$ cat src/rtl/alu_seq.sv
// Sequential, handshaked ALU with registered result and status flags.
// Single-cycle logic/arith ops, plus iterative SHL and shift-add MUL that run in EXEC.
module alu_seq #(
  parameter int WIDTH = 8,
  parameter int SHW   = $clog2(WIDTH)
) (
  input  logic             clk,
  input  logic             rst_n,
  input  logic             in_valid,
  output logic             in_ready,
  input  logic [2:0]       op,
  input  logic [WIDTH-1:0] a,
  input  logic [WIDTH-1:0] b,
  output logic             out_valid,
  input  logic             out_ready,
  output logic [WIDTH-1:0] result,
  output logic             carry,
  output logic             zero,
  output logic             neg,
  output logic             ovf,
  output logic             busy
);

  localparam int CW = SHW + 1;
  localparam logic [CW-1:0] CNT_ONE = CW'(1);

  typedef enum logic [1:0] {
    IDLE = 2'd0,
    EXEC = 2'd1,
    DONE = 2'd2
  } state_e;

  typedef enum logic [2:0] {
    OP_ADD = 3'b000,
    OP_SUB = 3'b001,
    OP_AND = 3'b010,
    OP_OR  = 3'b011,
    OP_XOR = 3'b100,
    OP_NOT = 3'b101,
    OP_SHL = 3'b110,
    OP_MUL = 3'b111
  } opcode_e;

  state_e             state_q, state_d;
  opcode_e            op_q, op_d;
  logic [WIDTH-1:0]   work_q, work_d;
  logic [2*WIDTH-1:0] mcand_q, mcand_d;
  logic [WIDTH-1:0]   mplier_q, mplier_d;
  logic [2*WIDTH-1:0] acc_q, acc_d;
  logic [CW-1:0]      cnt_q, cnt_d;
  logic [WIDTH-1:0]   result_q, result_d;
  logic               carry_q, carry_d;
  logic               zero_q, zero_d;
  logic               neg_q, neg_d;
  logic               ovf_q, ovf_d;

  logic [WIDTH:0]     addSum;
  logic [WIDTH:0]     subDiff;
  logic [2*WIDTH-1:0] accNext;
  logic               loadRes;
  logic [WIDTH-1:0]   newRes;
  logic               newCarry;
  logic               newOvf;

  // Extended-width sum/difference expose carry and borrow in the top bit.
  assign addSum  = {1'b0, a} + {1'b0, b};
  assign subDiff = {1'b0, a} - {1'b0, b};
  assign accNext = acc_q + (mplier_q[0] ? mcand_q : {(2*WIDTH){1'b0}});

  always_comb begin
    state_d  = state_q;
    op_d     = op_q;
    work_d   = work_q;
    mcand_d  = mcand_q;
    mplier_d = mplier_q;
    acc_d    = acc_q;
    cnt_d    = cnt_q;
    loadRes  = 1'b0;
    newRes   = '0;
    newCarry = 1'b0;
    newOvf   = 1'b0;

    case (state_q)
      IDLE: begin
        if (in_valid && in_ready) begin
          op_d    = opcode_e'(op);
          state_d = DONE;
          case (opcode_e'(op))
            OP_ADD: begin
              loadRes  = 1'b1;
              newRes   = addSum[WIDTH-1:0];
              newCarry = addSum[WIDTH];
              newOvf   = (a[WIDTH-1] == b[WIDTH-1]) && (addSum[WIDTH-1] != a[WIDTH-1]);
            end
            OP_SUB: begin
              loadRes  = 1'b1;
              newRes   = subDiff[WIDTH-1:0];
              newCarry = subDiff[WIDTH];
              newOvf   = (a[WIDTH-1] != b[WIDTH-1]) && (subDiff[WIDTH-1] != a[WIDTH-1]);
            end
            OP_AND: begin
              loadRes = 1'b1;
              newRes  = a & b;
            end
            OP_OR: begin
              loadRes = 1'b1;
              newRes  = a | b;
            end
            OP_XOR: begin
              loadRes = 1'b1;
              newRes  = a ^ b;
            end
            OP_NOT: begin
              loadRes = 1'b1;
              newRes  = ~a;
            end
            OP_SHL: begin
              if (b[SHW-1:0] == '0) begin
                loadRes = 1'b1;
                newRes  = a;
              end else begin
                work_d  = a;
                cnt_d   = {1'b0, b[SHW-1:0]};
                state_d = EXEC;
              end
            end
            default: begin
              mcand_d  = {{WIDTH{1'b0}}, a};
              mplier_d = b;
              acc_d    = '0;
              cnt_d    = CW'(WIDTH);
              state_d  = EXEC;
            end
          endcase
        end
      end

      EXEC: begin
        cnt_d = cnt_q - CNT_ONE;
        if (op_q == OP_SHL) begin
          work_d = {work_q[WIDTH-2:0], 1'b0};
          if (cnt_q == CNT_ONE) begin
            loadRes  = 1'b1;
            newRes   = {work_q[WIDTH-2:0], 1'b0};
            newCarry = work_q[WIDTH-1];
          end
        end else begin
          acc_d    = accNext;
          mcand_d  = {mcand_q[2*WIDTH-2:0], 1'b0};
          mplier_d = {1'b0, mplier_q[WIDTH-1:1]};
          if (cnt_q == CNT_ONE) begin
            loadRes  = 1'b1;
            newRes   = accNext[WIDTH-1:0];
            newCarry = |accNext[2*WIDTH-1:WIDTH];
          end
        end
        if (cnt_q == CNT_ONE) begin
          state_d = DONE;
        end
      end

      DONE: begin
        if (out_ready) begin
          state_d = IDLE;
        end
      end

      default: begin
        state_d = IDLE;
      end
    endcase
  end

  // Flags are only rewritten when a new result lands, so they hold through DONE.
  always_comb begin
    result_d = result_q;
    carry_d  = carry_q;
    zero_d   = zero_q;
    neg_d    = neg_q;
    ovf_d    = ovf_q;
    if (loadRes) begin
      result_d = newRes;
      carry_d  = newCarry;
      zero_d   = (newRes == '0);
      neg_d    = newRes[WIDTH-1];
      ovf_d    = newOvf;
    end
  end

  always_ff @(posedge clk) begin
    if (!rst_n) begin
      state_q  <= IDLE;
      op_q     <= OP_ADD;
      work_q   <= '0;
      mcand_q  <= '0;
      mplier_q <= '0;
      acc_q    <= '0;
      cnt_q    <= '0;
      result_q <= '0;
      carry_q  <= 1'b0;
      zero_q   <= 1'b0;
      neg_q    <= 1'b0;
      ovf_q    <= 1'b0;
    end else begin
      state_q  <= state_d;
      op_q     <= op_d;
      work_q   <= work_d;
      mcand_q  <= mcand_d;
      mplier_q <= mplier_d;
      acc_q    <= acc_d;
      cnt_q    <= cnt_d;
      result_q <= result_d;
      carry_q  <= carry_d;
      zero_q   <= zero_d;
      neg_q    <= neg_d;
      ovf_q    <= ovf_d;
    end
  end

  // in_ready is forced low while reset is held so nothing is accepted during reset.
  assign in_ready  = (state_q == IDLE) && rst_n;
  assign out_valid = (state_q == DONE);
  assign busy      = (state_q == EXEC);
  assign result    = result_q;
  assign carry     = carry_q;
  assign zero      = zero_q;
  assign neg       = neg_q;
  assign ovf       = ovf_q;

endmodule
$ cat config.mk
export PLATFORM = sky130hd
export DESIGN_NAME = alu_seq
export DESIGN_NICKNAME = d
export VERILOG_FILES = /design/src/rtl/alu_seq.sv
export SDC_FILE = /design/constraint.sdc
export NUM_CORES = 1
export LEC_CHECK = 0
export BUFFER_PORTS_ARGS = -buffer_cell sky130_fd_sc_hd__buf_2
export CAP_MARGIN = 20
export CORE_MARGIN = 4
export CORE_UTILIZATION = 32
export DETAILED_ROUTE_END_ITERATION = 10
export SYNTH_ARGS = -nofsm -noshare
export SYNTH_HDL_FRONTEND = slang
export SYNTH_SLANG_ARGS = --single-unit
$ cat constraint.sdc
create_clock -name clk -period 5.7 [get_ports clk]
set_clock_uncertainty 0.15 [all_clocks]
set_input_delay 1.14 -clock clk [delete_from_list [all_inputs] [get_ports clk]]
set_output_delay 1.14 -clock clk [all_outputs]
set_load 0.01 [all_outputs]
==> summary.md <==
| Metric | Value |
|---|---|
| Status | `finished, final reports clean` |
| Cell Chain, Critical Path | `buf_2 > inv_1 > ha_1 > nor2_1 > o311ai_1 > a211oi_1 > o32a_1 > o21ai_0 > o21ai_0 > a31oi_1` |
| Filler cell count | `1710` |
| Netlist cell types | `81` |
| Setup CP Type | `in -> reg` |
| Root buffer cell | `clkbuf_16` |
| Max incr delay on CP | `about 0.5 ns` |
| Worst-path clk slew | `around 0.06 ns` |
| Critical path's top delay family | `compound AO/OA/AOI/OAI gates` |
| H-tree depth | `3` |
| Metal-1 WL | `between 7 and 8 mm` |
| Area grow syn2layout | `11.12%` |
| Critical Path End Type | `flip-flop` |
| Async SR Flop Fraction | `0` |
| Layout Nets | `between 700 and 800` |
| DRT iter0 DRCs | `roughly 410` |
| Slowest-stage cell, CP | `o311ai_1` |
| GRT Util Overall | `0.1644` |
| Final hold slack | `0.3019 ns` |
| Worst reg2reg endpoint | `zero` |
| Dpl hpwl | `roughly 11 mm` |
| Pin count of the biggest net entering global routing | `just over 50` |
| Synth Instances | `between 700 and 800` |
| Most frequent cell after synthesis | `nand2_1` |
| Number of synthesized flops with an enable pin | `0` |
| Num CTS Buffers | `9` |
| Crit path buffers/inverters | `2` |
| Normalized max-slew margin | `0.5094` |
| First-pass DRT Iterations | `5` |
| R2r worst-path depth | `11` |
| I/O pin total | `38` |
| Area occupied by multi-input gates | `about 0.0036 mm^2` |
| VDD IR max | `~0.14 mV` |
| DIE AREA | `about 0.019 mm^2` |
| Routed WL | `approximately 15 mm` |
| Yosys top cell area share | `0.2537` |
| Diode count | `0` |
| Aggregate global routing overflow | `0` |
| Clk sink count | `between 60 and 70` |
| Max FO, Critical Path | `8` |
| Antenna violations before repair | `0` |
| Worst slew pin tran | `0.7319 ns` |
| HP Class | `reg -> reg` |
| Clock buffer depth | `2` |
| FMAX | `between 200 and 300 MHz` |
| Mean area per synthesized cell | `7.537 um^2` |
| R2R setup slack | `between 2 and 2.5 ns` |
| Setup TNS | `0 ns` |
| R2R Path Start | `mplier_q[0]` |
| Max-slew violations | `0` |
| Placeable Area | `~0.017 mm^2` |
| Antenna Violating Nets Remaining | `0` |
| GPL Wtd Cong | `between 0.8 and 0.9` |
| Clk_lat worst skew | `~0.34 ns` |
| Routed wl met3 | `881 um` |
| Die Wd | `around 140 um` |
| Final hold violation count | `0` |
| Synth Net Count | `779` |
| Register bit total from synthesis | `~70` |
| Primary FF master, synth | `dfxtp_1` |
| Post-DR wirelength/cell | `16.30 um` |
| Number of global-route vias before repair | `around 4700` |
| Synthesized cell area | `0.005366 mm^2` |
| Worst hold path depth | `2` |
| Met2 WL | `~6.7 mm` |
| Seq/Total Area, Yosys | `0.2537` |
| Finish-stage setup viols | `0` |
| Most Frequent Cell on Critical Path | `o21ai_0` |
| Post_cts resized | `0` |
| Switching Share | `0.2728` |
| Synth area leader | `dfxtp_1` |
| CP arrival | `3.74 ns` |
| Part of the power in the clock network | `0.456` |
| Share of layout cells above drive strength 1 | `0.1107` |
| First-pass GRT wire length | `about 25 mm` |
| Seq pwr share | `0.377` |
| Unrepaired setup endpoints after global routing | `no` |
| Required time worst endpoint | `about 5.8 ns` |
| Via Count | `between 5000 and 6000` |
| Fin crit period | `roughly 3.6 ns` |
| Row cnt | `47` |
| Top Metal Used | `met4` |
| Postcts setup bufs | `0` |
| CTS Hold Bufs | `0` |
| Seq. cell area | `0.001361 mm^2` |
| Synth warn | `0` |
| MaxCap Viol Count | `0` |
| Height of the die | `137.5 um` |
| Combinational fraction of design power | `0.168` |
| CTS tree | `built` |
| DR vias/cell | `around 5.5` |
| Initial Util | `0.3248` |
| Pleak | `2.372 nW` |
| Net Sw Power | `between 0.3 and 0.4 mW` |
| DRC Markers | `0` |
| Final period util | `0.6395` |
| Post-synth top cells | `nand2_1 (90), dfxtp_1 (68), a21oi_1 (57), nor2_1 (52), o21ai_0 (44)` |
| Area contributors post-synth | `dfxtp_1 (25%), ha_1 (9.6%), nand2_1 (6.3%)` |
| Type of origin of the critical path | `input port` |
| HP Start | `mcand_q[15]` |
| Pwr dens | `about 230 mW/mm^2` |
| Cell internal pwr | `0.9765 mW` |
| PortBufs | `37` |
| Hold Path End | `mcand_q[15]` |
## routing by layer
| metal | vias up | GRT usage |
|---|---|---|
| met2 | 143 | 0.2462 |
| met1 | 2422 | 0.2408 |
| met4 | 0 | 0.05322 |
| li1 | 2588 | - |
| met3 | 18 | 0.02447 |
| met5 | - | 0 |
## worst min-delay path, cell delays in order, from the launching register on
cell and delay [ns]:
dfxtp_1 0.31, nand2_1 0.05, a21oi_1 0.05
## metrics by stage
step	setup slack (ns)	power [mW]	cells	util	cell area [um^2]
after global placement	1.699	0.7405	928	0.3412	5638
after CTS	2.066	1.346	943	0.3609	5963
after detailed placement	1.726	0.7391	928	0.3412	5638
after floorplan	2.388	0.6752	712	-	5366
final	2.055	1.343	943	0.3609	5963
after global routing	1.818	1.397	943	0.3609	5963
## cell type report
cell class,instances,area share
clock buffer,11,0.04238
clock inverter,4,0.01217
inverter,35,0.02203
multi-input combinational,562,0.6104
sequential,68,0.2283
tap,220,0.04616
timing repair buffer,43,0.03861
## power groups by stage
stage	sequential [mW]	clock (mW)	combinational, mW
4_1_cts	0.506	0.616	0.225
6_report	0.506	0.612	0.225
2_1_floorplan	0.513	0	0.163
5_1_grt	0.508	0.638	0.251
3_5_place_dp	0.516	0	0.223
3_3_place_gp	0.516	0	0.225
## cells by family after synthesis
family,synth area share
AOI/OAI and AO/OA,0.2625
buffers and inverters,0.06808
DFF,0.2537
and+or+nand+nor,0.2639
xor gates and xnor gates,0.02122
muxes,0.02378
adders and majority gates,0.1068
## sequential cells by signal (all words and copies together), names as in the netlist, 2 cells and up
register / cells
state_q: 2
result: 8
work_q: 8
mcand_q: 16
acc_q: 16
mplier_q: 8
op_q: 3
cnt_q: 4
## worst max path at each step
stage / from / cells after the start / to / slack, ns
6_report: b[2] / 10 / carry / 2.05
5_1_grt: b[2] / 10 / carry / 1.82
4_1_cts: b[2] / 10 / carry / 2.07
3_5_place_dp: b[2] / 10 / carry / 1.73
3_3_place_gp: a[2] / 10 / carry / 1.70
2_1_floorplan: a[0] / 9 / zero / 2.39
## layout by cell type, fill, tap and decap left out, types with 7 or more instances in the layout
master / n
nand2_1: 90
dfxtp_1: 68
a21oi_1: 57
nor2_1: 52
o21ai_0: 44
ha_1: 41
buf_2: 37
inv_1: 33
nand3_1: 27
nor3_1: 21
and2_1: 18
a311oi_1: 14
a31oi_1: 13
nor2b_1: 11
nand2b_1: 10
xor2_1: 9
mux2i_1: 9
clkbuf_16: 9
a211oi_1: 8
nor4_1: 7
nand4_1: 7
Note: power is estimated with default switching activity, not from simulation.
